$ cat src/rtl/dark_fetch.sv
// Instruction-fetch front end: drives a 1-cycle-latency ROM and queues the returned words,
// tagged with their PC, in a first-word-fall-through buffer for the decode stage.
module dark_fetch #(
  parameter logic [31:0] RESET_PC   = 32'h0000_0000,
  parameter int unsigned FIFO_DEPTH = 4
) (
  input  logic        XCLK,
  input  logic        XRES,
  output logic        rom_enable,
  output logic [31:0] rom_addr,
  input  logic [31:0] rom_data,
  input  logic        redirect,
  input  logic [31:0] redirect_pc,
  output logic        inst_valid,
  output logic [31:0] inst_data,
  output logic [31:0] inst_pc,
  input  logic        inst_ready,
  output logic        fault
);

  localparam int unsigned AW = (FIFO_DEPTH > 1) ? $clog2(FIFO_DEPTH) : 1;
  localparam int unsigned CW = $clog2(FIFO_DEPTH + 1);
  localparam logic [31:0] NOP = 32'h0000_0013;
  localparam logic [CW:0] DEPTH_W = (CW + 1)'(FIFO_DEPTH);

  logic [31:0] fetch_pc_q;
  logic        inflight_q;
  logic [31:0] inflight_pc_q;
  logic [CW-1:0] count_q;
  logic [AW-1:0] rptr_q, wptr_q;
  logic        fault_q;

  logic [31:0] mem_data [FIFO_DEPTH];
  logic [31:0] mem_pc   [FIFO_DEPTH];

  logic        pop, push, has_space;
  logic [CW:0] occ;

  assign inst_valid = !XRES && (count_q != '0);
  assign inst_data  = inst_valid ? mem_data[rptr_q] : NOP;
  assign inst_pc    = inst_valid ? mem_pc[rptr_q]   : 32'h0;
  assign fault      = fault_q;
  assign rom_addr   = fetch_pc_q;

  assign pop  = inst_valid && inst_ready && !redirect;
  assign push = inflight_q && !redirect;

  // Slots already claimed (queued + in flight) minus the one leaving this cycle.
  always_comb begin
    occ       = {1'b0, count_q} + (CW + 1)'(inflight_q) - (CW + 1)'(pop);
    has_space = occ < DEPTH_W;
  end

  assign rom_enable = !XRES && !redirect && !fault_q && has_space;

  always_ff @(posedge XCLK) begin
    if (XRES) begin
      fetch_pc_q    <= RESET_PC;
      inflight_q    <= 1'b0;
      inflight_pc_q <= 32'h0;
      count_q       <= '0;
      rptr_q        <= '0;
      wptr_q        <= '0;
      fault_q       <= 1'b0;
    end else if (redirect) begin
      inflight_q <= 1'b0;
      count_q    <= '0;
      rptr_q     <= '0;
      wptr_q     <= '0;
      fetch_pc_q <= {redirect_pc[31:2], 2'b00};
      if (redirect_pc[1:0] != 2'b00) begin
        fault_q <= 1'b1;
      end
    end else begin
      inflight_q <= rom_enable;
      if (rom_enable) begin
        inflight_pc_q <= fetch_pc_q;
        fetch_pc_q    <= fetch_pc_q + 32'd4;
      end
      if (push) begin
        wptr_q <= wptr_q + AW'(1);
      end
      if (pop) begin
        rptr_q <= rptr_q + AW'(1);
      end
      if (push && !pop) begin
        count_q <= count_q + CW'(1);
      end else if (pop && !push) begin
        count_q <= count_q - CW'(1);
      end
    end
  end

  // Queue storage needs no reset; count gates visibility.
  always_ff @(posedge XCLK) begin
    if (!XRES && push) begin
      mem_data[wptr_q] <= rom_data;
      mem_pc[wptr_q]   <= inflight_pc_q;
    end
  end

  always_ff @(posedge XCLK) begin
    if (!XRES) begin
      assert (!(push && !pop && (count_q == CW'(FIFO_DEPTH))));
    end
  end

endmodule

$ cat config.mk
export PLATFORM = sky130hd
export DESIGN_NAME = dark_fetch
export DESIGN_NICKNAME = d
export VERILOG_FILES = /design/src/rtl/dark_fetch.sv
export SDC_FILE = /design/constraint.sdc
export NUM_CORES = 1
export LEC_CHECK = 0
export CORE_UTILIZATION = 50
export DETAILED_ROUTE_END_ITERATION = 7
export GPL_TIMING_DRIVEN = 0
export PLACE_DENSITY = 0.74
export SLEW_MARGIN = 20
export SYNTH_ARGS = -nofsm -noshare
export SYNTH_HDL_FRONTEND = slang
export SYNTH_SLANG_ARGS = --single-unit
$ cat constraint.sdc
create_clock -name XCLK -period 5.1 [get_ports XCLK]
set_input_delay 1.02 -clock XCLK [delete_from_list [all_inputs] [get_ports XCLK]]
set_output_delay 1.02 -clock XCLK [all_outputs]
set_load 0.05 [all_outputs]
# == After elaboration in Yosys (flattened, before gate mapping) ==
# Memories as Yosys holds them, arrays and structs flattened. A register that Yosys moved wholly into a read port is not among the register bits.
# Cells that the tools add are included.
# word_totals
input_bits,68
out_inout_bits,99
ramBits,256
memories,2
word_cells,53
regBits,73
# classes
n_addsub,7
reduce_logical,22
bitwise_logic,1
muxes,12
order_cmp,1
# mem_list
memory,depth,width,read_ports,rd_clocked_by_memory_dff,write_ports,line_no,text
mem_data,4,32,1,1,1,33,logic [31:0] mem_data [FIFO_DEPTH];
mem_pc,4,32,1,1,1,34,logic [31:0] mem_pc [FIFO_DEPTH];
# op_table
op,count
$mux 32,4
$add 32x3->32 const B,1
$logic_and 1x1->1,10
$mux 2,4
$mux 3,2
$reduce_bool 2->1,3
$logic_not 1->1,5
$add 2x1->2 const B,2
$add 3x1->4,1
$lt 4x3->1 const B,1
$reduce_and 2->1,2
$sub 4x1->4,1
$add 3x1->3 const B,1
$reduce_bool 3->1,1
$sub 3x1->3 const B,1
$mux 1,2
$reduce_or 2->1,1
$not 1->1,1

# == Logic depth before layout (Yosys ltp) ==
# Gate-level depths: netlist of the first run.
# logic_depth
word_depth,9
depth_mapped,15
depth_no_buf,12

# == Worst setup path before layout of the first run ==
# Ideal clock, no wire load.
# synth_path
path_kind,input to output
start,input port redirect
end,output port rom_enable
stages,13
n_path_buf,3
slack_ns,0.604
required_ns,4.080
arrival_time_ns,3.476
path_cell_list,buf_6 -> nor2_1 -> nand3_1 -> inv_1 -> ha_1 -> inv_1 -> ha_1 -> and3b_1 -> or4_4 -> and2_1 -> clkbuf_1 -> clkinv_1 -> buf_2
# synth_via
elab_chain_cells,5
word_cells_on_any_way,7
classes_between,1 x add/sub; 1 x order compare; 5 x reduce/logical
# synth_lines
item,line_no,text
from (decl),12,"input logic redirect,"
$logic_not 1->1,45,assign pop = inst_valid && inst_ready && !redirect;
$logic_and 1x1->1,45,
net pop,36,"logic pop, push, has_space;"
$sub 4x1->4,50,"occ = {1'b0, count_q} + (CW + 1)'(inflight_q) - (CW + 1)'(pop);"
$lt 4x3->1,51,has_space = occ < DEPTH_W;
$logic_and 1x1->1,54,assign rom_enable = !XRES && !redirect && !fault_q && has_space;
to (decl),9,"output logic rom_enable,"
# The timed path passes the listed nets, and every way through them passes these cells.

# == Final worst setup path of the first run ==
# layout_path
start,input port inst_ready
end,output port rom_enable
# layout_via
elab_chain_cells,5
# layout_lines
item,line_no,text
from (decl),17,"input logic inst_ready,"
$logic_and 1x1->1 (2 in series),45,
net pop,36,
$sub 4x1->4,50,
$lt 4x3->1,51,
$logic_and 1x1->1,54,
# The timed path passes the listed nets, and every way through them passes these cells.

==> results of run 1 <==
-- cells by family (layout without fill, tap and decap cells) --
logic type	after synthesis	in the layout	share of synthesized area [%]
and+or+nand+nor	224	224	8.83
other	1	4	0.0290
adders and majority gates	10	10	1.03
AOI/OAI and AO/OA	102	102	6.16
DFF	319	319	68.7
xor gates and xnor gates	23	23	1.56
buffers and inverters	76	302	2.48
muxes	67	67	11.2
-- worst reg2reg max path: cells and delay by family, from the launching register on --
| kind | cells | cell delay (ns) |
|---|---|---|
| AOI/OAI and AO/OA | 3 | 0.95 |
| buffers and inverters | 3 | 0.81 |
| and+or+nand+nor | 4 | 0.76 |
| adders and majority gates | 2 | 0.40 |
| DFF | 1 | 0.37 |
-- worst paths after layout --
path	startpoint	endpoint	slack, ns	cells past startpoint
max reg2reg	count_q[2]	rom_addr[24]	1.72	12
min	inflight_pc_q[9]	mem_pc[1][9]	0.50	0
min reg2reg	inflight_pc_q[9]	mem_pc[1][9]	0.50	0
max	inst_ready	rom_enable	0.28	12
-- synthesized netlist by cell type, types with 3 or more instances --
master,instances
edfxtp_1,248
nand2_1,76
dfxtp_1,71
mux4_2,62
and2_1,61
a21oi_1,44
clkbuf_1,36
nor2_1,30
inv_1,21
xnor2_1,20
a211oi_1,17
nand3_1,13
and3_1,12
a2111oi_2,11
ha_1,9
buf_1,8
nor3_1,6
o21bai_1,6
nand4_1,5
or3_1,5
buf_2,4
buf_4,4
mux2i_1,4
o21ai_0,4
a221oi_1,3
and4_1,3
xor2_1,3
-- layer usage --
layer | wire, um | share of wire, % | vias to the layer above | GRT usage [%]
li1 | - | - | 3542 | -
met1 | 12100 | 43 | 3807 | 30.3
met2 | 13300 | 48 | 282 | 34.6
met3 | 1970 | 7.1 | 46 | 3.97
met4 | 511 | 1.8 | 0 | 5.90
met5 | 0 | 0 | - | 0
-- final cells by class --
| cell class | count | area, um2 | area share, % |
|---|---|---|---|
| Clock inverter | 10 | 76.3 | 0.473 |
| Timing Repair Buffer | 166 | 1710 | 10.6 |
| Tap cell | 330 | 413 | 2.56 |
| Buffer | 53 | 236 | 1.47 |
| Inverter | 22 | 82.6 | 0.512 |
| Multi-Input combinational cell | 430 | 3770 | 23.3 |
| Clock buffer | 51 | 977 | 6.06 |
| Sequential cell | 319 | 8870 | 55.0 |
-- flip-flops by register name, indices dropped and copies added, names as in the netlist, named ones only --
signal,flops
rom_addr,30
wptr_q,2
inflight_q,1
mem_data,128
inflight_pc_q,30
mem_pc,120
fault,1
count_q,3
rptr_q,2
-- power by group through the flow --
stage | clock network (mW) | logic [mW] | registers, mW
floorplan | 0 | 0.169 | 2.97
CTS | 2.36 | 0.396 | 2.87
finish | 2.32 | 0.396 | 2.87
global placement | 0 | 0.385 | 2.93
detailed placement | 0 | 0.391 | 2.93
global route | 2.45 | 0.418 | 2.88
-- repair_timing --
action,in CTS,in global routing
gates resized for setup,10,2
setup endpoints to repair,1,1
setup buffers,1,0
pin swaps,1,0
-- through the flow --
| stage | power (mW) | setup WS (ns) |
|---|---|---|
| CTS | 5.62 | 0.0461 |
| floorplan | 3.14 | 0.604 |
| global placement | 3.31 | -1.14 |
| detailed placement | 3.32 | -1.23 |
| global route | 5.74 | 0.161 |
| finish | 5.58 | 0.279 |
==> summary.md, run 1 <==
| Metric | Value |
|---|---|
| H-tree depth | `2` |
| CTS root buf | `clkbuf_16` |
| CTS tree | `done` |
| Worst slew margin | `41.2%` |
| Antenna viol nets, final | `0` |
| Critical-path maximum fanout | `10` |
| Post-DP HPWL | `18200 um` |
| RePlAce Congestion | `~0.9` |
| Vias per cell | `roughly 5.6` |
| GRT Residual Overflow | `0` |
| Minimum hold slack | `between 0.4 and 0.5 ns` |
| WS Path Type | `in -> out` |
| Status | `finished clean` |
| Number of max-cap violations | `0` |
| PD cells | `between 300 and 400 nW/um2` |
| Vias in the first global route | `approximately 7700` |
| Final core utilization | `63.9%` |
| Mapped cell area | `12900 um2` |
| Maximum clock insertion buffer count | `3` |
| Crit path time final | `4.82 ns` |
| Ordered cell list for the critical path | `clkdlybuf4s50_1 -> nand3_1 -> inv_1 -> ha_1 -> inv_1 -> ha_1 -> and3b_1 -> or4_4 -> and2_2 -> clkinv_1 -> clkbuf_4 -> buf_4` |
| Clock Sinks | `about 320` |
| Top cells by area, synth | `edfxtp_1 (58%), dfxtp_1 (11%), mux4_2 (11%), and2_1 (3.0%), nand2_1 (2.2%)` |
| Via count | `between 7000 and 8000` |
| Commonest non-fill, non-tap cell in the layout | `edfxtp_1` |
| Mean Syn Cell Area | `15.7 um2` |
| Min-delay worst type | `reg -> reg` |
| GRT Util Overall | `approximately 22%` |
| Initial core utilization | `around 50%` |
| Nets | `1104` |
| Critical path's slowest cell | `clkdlybuf4s50_1` |
| Cells after Synth | `822` |
| Placed Instances | `about 1300` |
| Routed len/inst | `20.2 um` |
| Logic pwr share | `a little over 7%` |
| Total die area | `about 26000 um2` |
| WL final | `roughly 28000 um` |
| CP required | `4.08 ns` |
| Setup TNS | `0 ns` |
| # IOs | `167` |
| Post-synth top area share | `a little under 60%` |
| Max IR drop VDD | `0.000244 V` |
| Crit share post-route | `between 90% and 100%` |
| Core Box Area | `~25000 um2` |
| Worst path max stage delay | `about 0.50 ns` |
| PortBufs | `roughly 160` |
| Worst-path clk slew | `around 0.060 ns` |
| DP Area | `15100 um2` |
| Area grow syn2layout | `25.0%` |
| DR iter-0 viols | `around 630` |
| Initial antenna violation count | `1` |
| Flop pwr share | `51.5%` |
| Maximum number of pins on one net before global-route repair | `43` |
| Clock skew | `about 0.026 ns` |
| Ys async rst share | `0%` |
| Die Height | `approximately 160 um` |
| First-pass GRT wire length | `about 43000 um` |
| Fillers | `approximately 1800` |
| Worst Tran Pin Value | `~0.88 ns` |
| Register area share after synthesis | `between 60% and 70%` |
| Share of cells above drive strength 1 | `around 14%` |
| Worst path bufs/invs | `6` |
| Net Switching | `1.23 mW` |
| Most frequent cells in the layout | `edfxtp_1 (248), clkdlybuf4s50_1 (159), nand2_1 (76)` |
| Drt first pass iters | `5` |
| Num CTS Buffers | `34` |
| Ant diodes | `0` |
| Sw Share | `22.0%` |
| DRC Markers | `0` |
| Number of flops mapped to enable cells by yosys | `about 250` |
| P_int | `~4.4 mW` |
| Clock group share of total power | `41.5%` |
| Finished Layout Cells | `between 1000 and 1500` |
| LEAKAGE | `approximately 5.0 nW` |
| Fmax | `207 MHz` |
| Register bit count reported by yosys | `between 300 and 400` |
| Design Area, Final | `~16000 um2` |
| Hold buffers post-CTS | `0` |
| Final hold vios | `0` |
| Biggest area consumer among synthesized cells | `edfxtp_1` |
| Final setup fails | `0` |
| Kind of cell adding the most delay to the critical path | `buffers and inverters` |
| Yosys warning total | `0` |
| Crit path DAT | `3.80 ns` |
| Worst skew pair latency | `0.52 ns` |
| CP Capture Type | `output pin` |
| RSZ-0062 raised after global routing | `false` |
| Prevailing post-synth register cell | `edfxtp_1` |
| CP Launch Type | `primary input` |
| Cell variety after synth | `55` |
| Rows | `between 50 and 60` |
| Pins Over Slew Limit | `0` |
| Die width | `163 um` |
(Power assumes the default switching activity.)
==> run 2, diff against run 1 <==
- CAP_MARGIN: unset -> 20
- CORE_UTILIZATION: 50 -> 55
- PLACE_DENSITY: 0.74 -> 0.8
- SLEW_MARGIN: 20 -> unset
==> summary.md, run 2 (synthesized netlist as in run 1, its figures left out) <==
| Metric | Value |
|---|---|
| Crit path DAT | `between 3 and 4 ns` |
| Rows | `between 50 and 60` |
| H-tree depth | `1` |
| Critical path's slowest cell | `clkdlybuf4s50_1` |
| Drt first pass iters | `6` |
| Design Area, Final | `about 16000 um2` |
| Overall power | `5.63 mW` |
| Maximum number of pins on one net before global-route repair | `between 50 and 60` |
| DR iter-0 viols | `approximately 560` |
| Initial antenna violation count | `0` |
| Via count | `between 7000 and 8000` |
| Placed Instances | `about 1300` |
| Fmax | `207 MHz` |
| LEAKAGE | `approximately 5 nW` |
| Max IR drop VDD | `~0.00030 V` |
| WS Path Type | `in -> out` |
| Nets | `1101` |
| Pins Over Slew Limit | `0` |
| Number of max-cap violations | `0` |
| Vias in the first global route | `roughly 7600` |
| Worst skew pair latency | `approximately 0.56 ns` |
| Critical-path maximum fanout | `10` |
| Setup TNS | `0 ns` |
| Routed len/inst | `between 20 and 25 um` |
| Worst Tran Pin Value | `~0.9 ns` |
| Finished Layout Cells | `about 1400` |
| Share of cells above drive strength 1 | `between 10% and 20%` |
| Biggest register | `mem_data` |
| Largest registers | `mem_data x128, mem_pc x120` |
| Minimum hold slack | `between 0.4 and 0.5 ns` |
| GRT Residual Overflow | `0` |
| Ordered cell list for the critical path | `clkdlybuf4s50_1 -> nand3_1 -> inv_1 -> ha_1 -> inv_1 -> ha_1 -> and3b_1 -> or4_4 -> and2_2 -> clkinv_1 -> buf_2 -> buf_4` |
| Antenna viol nets, final | `0` |
| Maximum clock insertion buffer count | `3` |
| Worst-path clk slew | `roughly 0.060 ns` |
| Area grow syn2layout | `25.0%` |
| Setup Slack @ Placement | `-1.28 ns` |
| PortBufs | `approximately 160` |
| Hold buffers post-CTS | `0` |
| Final setup fails | `0` |
| CP Launch Type | `primary input` |
| Post-DP HPWL | `17900 um` |
| Final hold vios | `0` |
| Clock skew | `between 0.02 and 0.03 ns` |
| DRC Markers | `0` |
| Die Height | `roughly 160 um` |
| Final core utilization | `70.6%` |
| Vias per cell | `around 5.7` |
| Initial core utilization | `about 57%` |
| Core Box Area | `roughly 23000 um2` |
| CTS tree | `done` |
| Num CTS Buffers | `31` |
| CP Capture Type | `output pin` |
| Max reg flops | `between 100 and 150` |
| GRT Util Overall | `a little under a quarter` |
| RSZ-0062 raised after global routing | `false` |
| CP required | `approximately 4.1 ns` |
| Die width | `155 um` |
| WL final | `27400 um` |
| Ant diodes | `0` |
| CTS root buf | `clkbuf_16` |
| Total die area | `approximately 24000 um2` |
| Most frequent cells in the layout | `edfxtp_1 (248), clkdlybuf4s50_1 (159), nand2_1 (76)` |
| Worst slew margin | `about two fifths` |
| # IOs | `about 170` |
| Status | `finished clean` |
| Min-delay worst type | `reg -> reg` |
| First-pass GRT wire length | `~42000 um` |
| Commonest non-fill, non-tap cell in the layout | `edfxtp_1` |
| Crit share post-route | `between 90% and 100%` |
| PD cells | `roughly 350 nW/um2` |
| Setup WS post-layout | `0.279 ns` |
| Worst path max stage delay | `roughly 0.5 ns` |
| DP Area | `around 15000 um2` |
| Crit path time final | `approximately 4.8 ns` |
| Clock Sinks | `between 300 and 400` |
| RePlAce Congestion | `between 0.8 and 0.9` |
[run 2: changes by cell type in the layout (fill, tap and decap cells not counted), moves of 2 or more]
cell	previous run	this run
bufinv_16	1	4
clkbuf_1	48	40
clkbuf_16	36	33
clkinvlp_4	0	2
[run 2: power by group]
group / leakage [nW] / internal [mW] / total (mW) / switching, mW
combinational: 1.79 / 0.153 / 0.395 / 0.242
sequential: 2.68 / 2.83 / 2.87 / 0.0453
clock: 0.530 / 1.42 / 2.37 / 0.944
[run 2: path summary, 6_finish.rpt]
check	from	slack (ns)	cells past startpoint	to
worst max register to register	count_q[2]	1.83	12	rom_addr[24]
worst min register to register	inflight_pc_q[9]	0.49	2	inflight_pc_q[9]
worst min-delay path	inflight_pc_q[9]	0.49	2	inflight_pc_q[9]
worst max-delay path	inst_ready	0.28	12	rom_enable
[run 2: routing by layer]
layer	global-route usage [%]	part of all wire, %	vias up
met5	0	0	-
met4	6.86	2.0	0
met3	3.87	6.5	37
met2	37.3	47	298
met1	32.6	44	3858
li1	-	-	3534
[run 2: area by class of cell]
| cell class | count | area (um2) |
|---|---|---|
| inverters | 22 | 82.6 |
| plain buffers | 53 | 234 |
| clock inverters | 17 | 195 |
| multi-input cells | 430 | 3770 |
| flip-flops and latches | 319 | 8870 |
| clock buffers | 41 | 886 |
| repair buffers | 166 | 1710 |
| well taps | 313 | 392 |
| fillers | 1506 | 6710 |
[run 2: timing repair]
| action | 4_1_cts | 5_1_grt |
|---|---|---|
| gates resized for setup | 10 | 1 |
| buffers inserted | 1 | 0 |
| pin swaps | 1 | 0 |
| gates cloned | 0 | 0 |
| endpoints found under the setup margin | 1 | 1 |
[run 2: worst max-delay path: cells and delay by family]
family                     cells  cell delay, ns
buffers and inverters          6            1.32
adders and majority gates      2            0.40
and+or+nand+nor                4            1.05
